[src/rtl/fetch_unit.sv]
// Instruction fetch front end: buffers one 32-bit memory word and issues its two
// 16-bit instructions in order (upper half first), with redirect and stall support.
module fetch_unit (
  input  logic        clk,
  input  logic        reset,
  output logic [31:0] pc,
  input  logic [31:0] ir,
  output logic [15:0] instr,
  output logic        instr_valid,
  output logic [31:0] instr_pc,
  input  logic        dec_ready,
  input  logic        redirect,
  input  logic [31:0] redirect_target,
  output logic [15:0] issue_cnt
);

  // state | meaning
  // EMPTY | no buffered word; next edge loads the word at pc
  // HI    | offering wbuf[31:16] at wpc
  // LO    | offering wbuf[15:0] at wpc+2; a transfer reloads straight into HI
  typedef enum logic [1:0] {EMPTY, HI, LO} state_t;

  state_t      state_q, state_d;
  logic [31:0] pc_q, pc_d;
  logic [31:0] wbuf_q, wbuf_d;
  logic [31:0] wpc_q, wpc_d;
  logic        start_lo_q, start_lo_d;
  logic [15:0] issue_cnt_q, issue_cnt_d;
  logic        xfer;

  always_ff @(posedge clk) begin
    if (reset) begin
      state_q     <= EMPTY;
      pc_q        <= 32'd0;
      wbuf_q      <= 32'd0;
      wpc_q       <= 32'd0;
      start_lo_q  <= 1'b0;
      issue_cnt_q <= 16'd0;
    end else begin
      state_q     <= state_d;
      pc_q        <= pc_d;
      wbuf_q      <= wbuf_d;
      wpc_q       <= wpc_d;
      start_lo_q  <= start_lo_d;
      issue_cnt_q <= issue_cnt_d;
    end
  end

  // Outputs depend only on registered state.
  always_comb begin
    instr       = 16'd0;
    instr_pc    = 32'd0;
    instr_valid = 1'b0;
    case (state_q)
      HI: begin
        instr       = wbuf_q[31:16];
        instr_pc    = wpc_q;
        instr_valid = 1'b1;
      end
      LO: begin
        instr       = wbuf_q[15:0];
        instr_pc    = wpc_q + 32'd2;
        instr_valid = 1'b1;
      end
      default: ;
    endcase
  end

  assign xfer = instr_valid && dec_ready && !redirect;

  always_comb begin
    state_d     = state_q;
    pc_d        = pc_q;
    wbuf_d      = wbuf_q;
    wpc_d       = wpc_q;
    start_lo_d  = start_lo_q;
    issue_cnt_d = issue_cnt_q + {15'd0, xfer};
    if (redirect) begin
      pc_d       = {redirect_target[31:2], 2'b00};
      start_lo_d = redirect_target[1];
      state_d    = EMPTY;
    end else begin
      case (state_q)
        EMPTY: begin
          wbuf_d     = ir;
          wpc_d      = pc_q;
          pc_d       = pc_q + 32'd4;
          state_d    = start_lo_q ? LO : HI;
          start_lo_d = 1'b0;
        end
        HI: begin
          if (xfer) state_d = LO;
        end
        LO: begin
          if (xfer) begin
            wbuf_d  = ir;
            wpc_d   = pc_q;
            pc_d    = pc_q + 32'd4;
            state_d = HI;
          end
        end
        default: state_d = EMPTY;
      endcase
    end
  end

  assign pc        = pc_q;
  assign issue_cnt = issue_cnt_q;

endmodule

[config.mk]
export PLATFORM = sky130hd
export DESIGN_NAME = fetch_unit
export DESIGN_NICKNAME = d
export VERILOG_FILES = /design/src/rtl/fetch_unit.sv
export SDC_FILE = /design/constraint.sdc
export NUM_CORES = 1
export LEC_CHECK = 0
export CAP_MARGIN = 20
export CORE_MARGIN = 2
export CORE_UTILIZATION = 51
export CTS_CLUSTER_DIAMETER = 30
export DETAILED_ROUTE_END_ITERATION = 10
export PLACE_DENSITY = 0.91
export SLEW_MARGIN = 20
export SYNTH_ARGS = -nofsm -noshare
export SYNTH_HDL_FRONTEND = slang
export SYNTH_SLANG_ARGS = --single-unit
[constraint.sdc]
create_clock -name clk -period 6.2 [get_ports clk]
set_input_delay 1.24 -clock clk [delete_from_list [all_inputs] [get_ports clk]]
set_output_delay 1.24 -clock clk [all_outputs]
set_load 0.01 [all_outputs]
# [Word-level counts from Yosys, hierarchy flattened]
# Index checks and enable logic that the tools add are counted.
[totals] reg_bits=115 input_bits=68 out_inout_bits=97 wordCells=45
[op_classes] reduce_logical=13 bitwise_logic=1 n_addsub=3 eq_ne=5 muxes=16
[ops] op="$pmux 32 s2" n=4
[ops] op="$mux 32" n=4
[ops] op="$add 32x2->32 const B" n=1
[ops] op="$add 32x3->32 const B" n=1
[ops] op="$pmux 16 s2" n=1
[ops] op="$add 16x1->16" n=1
[ops] op="$mux 2" n=3
[ops] op="$pmux 2 s3" n=1
[ops] op="$reduce_and 2->1" n=3
[ops] op="$ne 2x2->1 const B" n=2
[ops] op="$reduce_bool 2->1" n=2
[ops] op="$reduce_or 2->1" n=2
[ops] op="$mux 1" n=3
[ops] op="$ne 3x3->1 const B" n=1
[ops] op="$reduce_and 3->1" n=1
[ops] op="$reduce_bool 3->1" n=1
[ops] op="$eq 2x1->1 const B" n=1
[ops] op="$eq 2x2->1 const B" n=1
[ops] op="$logic_and 1x1->1" n=2
[ops] op="$logic_not 2->1" n=1
[ops] op="$logic_not 1->1" n=1
[ops] op="$not 1->1" n=1

# [Logic depth before layout (Yosys ltp)]
# Gate-level depths: netlist (run 1).
[depth] ltp_word=8 depth_mapped=11 mapped_depth_nobuf=9

# [Worst setup path after synthesis (run 1)]
# OpenSTA, ideal clock, no wires.
[synth_timing] path_type="input -> register" start="input port redirect" end="register issue_cnt_q[14], in the netlist issue_cnt[14]" path_buffers=3 t_arrival_ps=3020 setup_ps=71 cell_stages=9 slack_ps=3110 required_ps=6129 cell_sequence="clkbuf_1 clkbuf_1 nor2_1 ha_1 ha_1 clkbuf_1 nand3_1 or4_1 a21oi_1"
[synth_between] elab_chain_cells=3
[synth_rtl] element="from (decl)" line_no="12" rtl="input logic redirect,"
[synth_rtl] element="$logic_not 1->1" line_no="69" rtl="assign xfer = instr_valid && dec_ready && !redirect;"
[synth_rtl] element="$logic_and 1x1->1" line_no="69"
[synth_rtl] element="$add 16x1->16" line_no="77" rtl="issue_cnt_d = issue_cnt_q + {15'd0, xfer};"
[synth_rtl] element="to (signal assigned)" line_no="45" rtl="issue_cnt_q <= issue_cnt_d;"
[synth_rtl] element="to (decl)" line_no="28" rtl="logic [15:0] issue_cnt_q, issue_cnt_d;"
# No other way between the ends.
# A chain may end at the register's enable or synchronous reset.

# [Final worst setup path (run 1)]
[layout_timing] start="register state_q[0]" end="output port instr_pc[27]"
[layout_between] elab_chain_cells=2 elab_cells_between_ends=3 classes_between="eq/ne (2); mux (1)"
[layout_rtl] element="from (decl)" line_no="23" rtl="state_t state_q, state_d;"
[layout_rtl] element="from (signal assigned)" line_no="40" rtl="state_q <= state_d;"
[layout_rtl] element="$eq 2x2->1 / $eq 2x1->1 (equally long branches)" line_no="54" rtl="case (state_q)"
[layout_rtl] element="$pmux 32 s2 *" line_no="54"
[layout_rtl] element="to (decl)" line_no="10" rtl="output logic [31:0] instr_pc,"
# Every way passes the cells marked *; elsewhere a longest branch is shown, timed or not.

==> impl_metrics.toml, run 1 <==
[worst_setup_path]
regToRegEndpoint = "wbuf_q[8]"
slowest_stage = "o21a_1"
slowest_delay_ps = 790
critPathMaxFanout = 30
worstSetupPathType = "flip-flop to output pin"
end_kind = "output pin"
cp-start-kind = "flip-flop"
r2r_cells = 7
crit_end = "instr_pc[27]"
cp_data_arrival_time_ps = 3210
r2r_start = "state_q[0]"
crit_chain = "inv_1, ha_1, o21a_1, and2_1, clkdlybuf4s50_1"
crit_cells = 5
critical-path-top-delay-family = "compound AO/OA/AOI/OAI gates"
cp-startpoint = "state_q[0]"
ff2ff_setup_slack_ps = 2910
worst-path-buf-inv = 2
critPathRequiredTime_ps = 4960

[power_and_ir_drop]
peakVddDrop_mv = 0.1313
power.leakage_nw = 2.557
p_per_area_nw_per_um2 = 206.4

[die]
die_area_um2 = 11510
start_util_pct = 52.72
coreArea_um2 = 10320
num_io_pins = 165
die_w_um = 107.3
num_rows = 37
die_y_um = 107.3

[routing]
drtIter0Drc = 280
drt-pass1-iter-count = 8
vias_per_cell = 5.773
drc = 0
vias = 5051
drtAntennaViolNets = 0
wl_per_cell_um = 16.75
wirelength_um = 14660

[clock_tree]
max-clock-path-buffers = 2
cts_tree = "done"
cts.reportedPaths.clkPinSlew_ps = 100
cts_resized = 0
cts_hold_buf = 0
cts_sinks = 111
cts_setup_buffers = 0
cts_buffers = 9
clk_latency_ps = 370
cts_root_buffer = "clkbuf_8"
cts_max_level = 3

[cells_and_area]
nFillCells = 781
num_antenna_cells = 0
final_nets = 810
drive_gt1_share_pct = 3.789
final_util_pct = 69.48
area_growth_syn_to_layout_pct = 31.79

[sta]
finalSetupViolCount = 0
tightest_slew_ps = 929.4
hold_viol = 0
slew_violations = 0
rsz0062_at_grt = "false"
finClkSkew_ps = 10.37
tns_ps = 0
fin_ws_ps = 1747
fmax_mhz = 224.6
fin_crit_ps = 4453
min_period_over_period_pct = 71.83
slew_headroom_pct = 37.47
holdWs_ps = 493.5

[synthesis]
ys_seq_area_share_pct = 40.83
ys_async_sr_fraction_pct = 0
synth_area_um2 = 5443
syn_avg_cell_area_um2 = 8.952
synthCells = 608
synth_cell_types = 56
ys.flop_type = "dfxtp_1"
synth_edf_count = 0
yosys_warnings = 0
synth-seq-cells = 111

[global_route]
grtUsageTotal_pct = 24.57
grt_pass1_wl_um = 23020
grt_use_met2_pct = 43.04
top_usage_layer = "met2"
grt.met3_usage_pct = 4.964
grt_antenna_before_repair = 0
grt_pass1_vias = 4777
grt_max_degree = 115
overflow = 0
use_met1_pct = 30.04

[placement]
dpl_worst_slack_ps = 2109
gp_congestion = 0.8312
port_buffers = 160
dp_hpwl_um = 10060

[status]
run_status = "complete, no violations"

[min_path]
min_path_cells = 2
hp-class = "flip-flop to flip-flop"

[run]
drv.max_cap_violation_count = 0
[report_power, final]
part / total [mW] / internal [mW] / switching, mW / leakage, nW
clock network: 0.400 / 0.159 / 0.242 / 0.0849
logic: 0.279 / 0.143 / 0.136 / 1.56
registers: 0.801 / 0.757 / 0.0437 / 0.910
total: 1.48 / 1.06 / 0.421 / 2.56
[cell type report]
class / count / area [um^2] / share of cell area, %
flip-flops and latches: 111 / 2222 / 30.98
clock buffers: 10 / 137.6 / 1.919
well taps: 136 / 170.2 / 2.372
multi-input cells: 442 / 2938 / 40.96
repair buffers: 162 / 1630 / 22.73
inverters: 8 / 30.03 / 0.4186
clock inverters: 6 / 45.04 / 0.6279
[flip-flops by register name, indices dropped and copies added (netlist names)]
| signal | cells |
|---|---|
| wpc_q | 30 |
| wbuf_q | 32 |
| issue_cnt | 16 |
| pc | 30 |
| start_lo_q | 1 |
| state_q | 2 |
[metal layers]
layer	wire, um	vias up
met5	0	-
met3	1108	34
li1	-	2415
met1	6055	2367
met2	7206	235
met4	284	0
[worst min-delay path by stage]
stage | slack [ps] | start | endpoint
2_1_floorplan | 450 | wpc_q[10] | wpc_q[10]
3_3_place_gp | 460 | wpc_q[18] | wpc_q[18]
3_5_place_dp | 470 | wpc_q[17] | wpc_q[17]
4_1_cts | 500 | wpc_q[17] | wpc_q[17]
5_1_grt | 520 | wpc_q[9] | wpc_q[9]
6_report | 490 | wpc_q[9] | wpc_q[9]
[synthesized netlist by cell type, types with 2 or more instances]
master	n	share of area, %
dfxtp_1	111	41
nand4_1	15	1.7
buf_4	4	0.55
inv_1	7	0.48
clkbuf_1	27	1.9
o2111ai_1	2	0.32
nor2_1	104	7.2
nor3b_1	2	0.28
xnor2_1	4	0.64
nand4_2	2	0.46
o21ai_0	10	0.92
o31ai_1	14	1.9
or3_1	8	0.92
and2_1	33	3.8
o211ai_1	4	0.55
nor4_1	3	0.34
a211oi_1	9	1.2
buf_6	4	0.83
a21oi_1	7	0.64
or4_1	13	1.8
and3_1	5	0.57
ha_1	8	1.8
mux2i_1	62	11
o41a_1	2	0.41
buf_2	7	0.64
and4_2	2	0.37
and4_1	3	0.48
a22oi_1	17	2.3
buf_1	3	0.21
nor3_1	3	0.28
nand3_1	16	1.5
a311oi_1	19	3.1
a2111oi_0	3	0.48
nand2_1	21	1.4
clkbuf_8	2	0.51
nor2b_1	21	2.4
xor2_1	12	1.9
[kinds of logic after synthesis]
family	synth area share (%)
buffers and inverters	5.540
xor gates and xnor gates	2.575
other	0.06890
AOI/OAI and AO/OA	13.45
and+or+nand+nor	24.30
DFF	40.83
adders and majority gates	1.839
muxes	11.40
[worst min-delay path, stage by stage, from the launching register on]
cell and delay, ps:
dfxtp_1 330, mux2i_1 60, nor2_1 70
[metrics by stage]
step | power, mW | std cells | cell area (um^2)
finish | 1.481 | 875 | 7173
global route | 1.549 | 875 | 7173
CTS | 1.491 | 875 | 7169
detailed placement | 1.094 | 859 | 6987
global placement | 1.079 | 859 | 6987
floorplan | 0.9768 | 610 | 5450
[cell usage in the layout (no fill, tap or decap), drive strengths merged, types with 7 or more instances in the layout]
| master | instances |
|---|---|
| nor2b | 21 |
| clkbuf | 10 |
| nor2 | 104 |
| clkdlybuf4s50 | 159 |
| and2 | 33 |
| nand2 | 21 |
| a21oi | 7 |
| mux2i | 62 |
| xor2 | 12 |
| a311oi | 19 |
| ha | 8 |
| inv | 8 |
| o21ai | 11 |
| nand4 | 17 |
| o31ai | 14 |
| nand3 | 17 |
| a22oi | 17 |
| or4 | 13 |
| or3 | 9 |
| dfxtp | 111 |
| a211oi | 9 |
Power figures use the tool's default switching activity.
==> run 2: changes to the inputs <==
CORE_UTILIZATION = 47   (was 51)
PLACE_DENSITY = 0.85   (was 0.91)
clock period = 4.66 ns   (was 6.2 ns; I/O delays follow)
==> run 2 against run 1 <==
Against the previous run:
- die area rose by 8.2%
- setup slack lost 1100 ps
- cell count up 1.5%
- critical path depth is 1 higher
- worst hold slack worse by 5.6 ps
- sequential power is 34% higher
- first-iteration DRC count rose by 15%
==> impl_metrics.toml, run 2 (synthesized netlist as in run 1, its figures left out) <==
[status]
run_status = "complete, no violations"

[die]
start_util_pct = 47.87
num_io_pins = 165
num_rows = 39
die_area_um2 = 12460
die_w_um = 111.6
die_y_um = 111.6
coreArea_um2 = 11370

[sta]
rsz0062_at_grt = "false"
fin_ws_ps = 615.2
fin_crit_ps = 4045
finalSetupViolCount = 0
slew_headroom_pct = 36.06
finClkSkew_ps = 5.951
tns_ps = 0
fmax_mhz = 247.2
hold_viol = 0
tightest_slew_ps = 950.3
slew_violations = 0
min_period_over_period_pct = 86.80

[routing]
drtIter0Drc = 321
wl_per_cell_um = 16.37
drtAntennaViolNets = 0
wirelength_um = 14530
drc = 0
drt-pass1-iter-count = 5
vias = 5025
vias_per_cell = 5.659

[power_and_ir_drop]
p_per_area_nw_per_um2 = 300.6
finalPower_mw = 2.201
power.leakage_nw = 2.637
peakVddDrop_mv = 0.1996

[cells_and_area]
final_util_pct = 64.39
final_nets = 816
area_growth_syn_to_layout_pct = 34.51
regMostFlops = "wbuf_q"
num_antenna_cells = 0
multi_input_area_um2 = 2938
nFillCells = 940
regArea_um2 = 2222
drive_gt1_share_pct = 4.161
final_common_cell = "clkdlybuf4s50_1"
largest_register_ffs = 32
final_cells = 888
final_cell_mix = "clkdlybuf4s50_1, dfxtp_1, nor2_1"

[placement]
port_buffers = 160
gp_congestion = 0.7690
dp_hpwl_um = 10290
dpl_worst_slack_ps = 914.8
dp_cells = 872

[clock_tree]
max-clock-path-buffers = 2
cts_setup_buffers = 0
clk_latency_ps = 340
cts_max_level = 3
cts_buffers = 9
cts_resized = 0
cts_sinks = 111
cts_root_buffer = "clkbuf_16"
cts.reportedPaths.clkPinSlew_ps = 70
cts_tree = "done"
cts_hold_buf = 0

[run]
drv.max_cap_violation_count = 0

[worst_setup_path]
end_kind = "output pin"
worstSetupPathType = "flip-flop to output pin"
critPathMaxFanout = 22
crit_chain = "inv_1, ha_1, o21a_1, buf_4, and2_1, clkdlybuf4s50_1"
critPathRequiredTime_ps = 3730
slowest_stage = "ha_1"
cp-start-kind = "flip-flop"
cp_data_arrival_time_ps = 3110
slowest_delay_ps = 720
worst-path-buf-inv = 3
critical-path-top-delay-family = "buffers and inverters"
ff2ff_setup_slack_ps = 1690

[global_route]
grt_antenna_before_repair = 0
grt_pass1_vias = 4965
grt_pass1_wl_um = 23890
grtUsageTotal_pct = 23.07
overflow = 0
grt_max_degree = 88

[min_path]
hp-class = "flip-flop to flip-flop"
## run 2: worst register-to-register path, stage by stage (launching register included)
cell and delay, ps:
dfxtp_1 340, inv_1 150, ha_1 720, nand3_2 340, a2111o_1 560, or4_1 490
a311oi_1 270
## run 2: layer usage
| layer | part of all wire (%) | wire length (um) | track usage, % |
|---|---|---|---|
| met1 | 41 | 6029 | 27.15 |
| met2 | 50 | 7221 | 40.98 |
| met3 | 7.0 | 1019 | 5.770 |
| met4 | 1.8 | 264 | 7.984 |
| met5 | 0 | 0 | 0 |
## run 2: final cells by class
type,instances,share of cell area [%]
multi-input combinational,442,40.13
sequential,111,30.35
timing repair buffer,168,22.66
clock buffer,13,3.418
tap,143,2.444
clock inverter,3,0.5811
inverter,8,0.4102
## run 2: stage by stage
| step | hold slack (ps) | instance area (um^2) |
|---|---|---|
| 6_report | 487.9 | 7321 |
| 5_1_grt | 515.5 | 7321 |
| 4_1_cts | 491.2 | 7321 |
| 3_5_place_dp | 472.4 | 7028 |
| 3_3_place_gp | 463.1 | 7028 |
| 2_1_floorplan | 451.5 | 5450 |
## run 2: worst paths after layout
check	from	to	cells past startpoint
setup / recovery	state_q[0]	instr_pc[21]	6
hold / removal	wpc_q[16]	wpc_q[16]	2
setup reg to reg	state_q[0]	pc[30]	6
hold reg to reg	wpc_q[16]	wpc_q[16]	2
## run 2: power breakdown
group | switching [mW] | internal (mW) | leakage (nW)
logic | 0.179 | 0.192 | 1.59
clock network | 0.333 | 0.432 | 0.140
registers | 0.0572 | 1.01 | 0.910
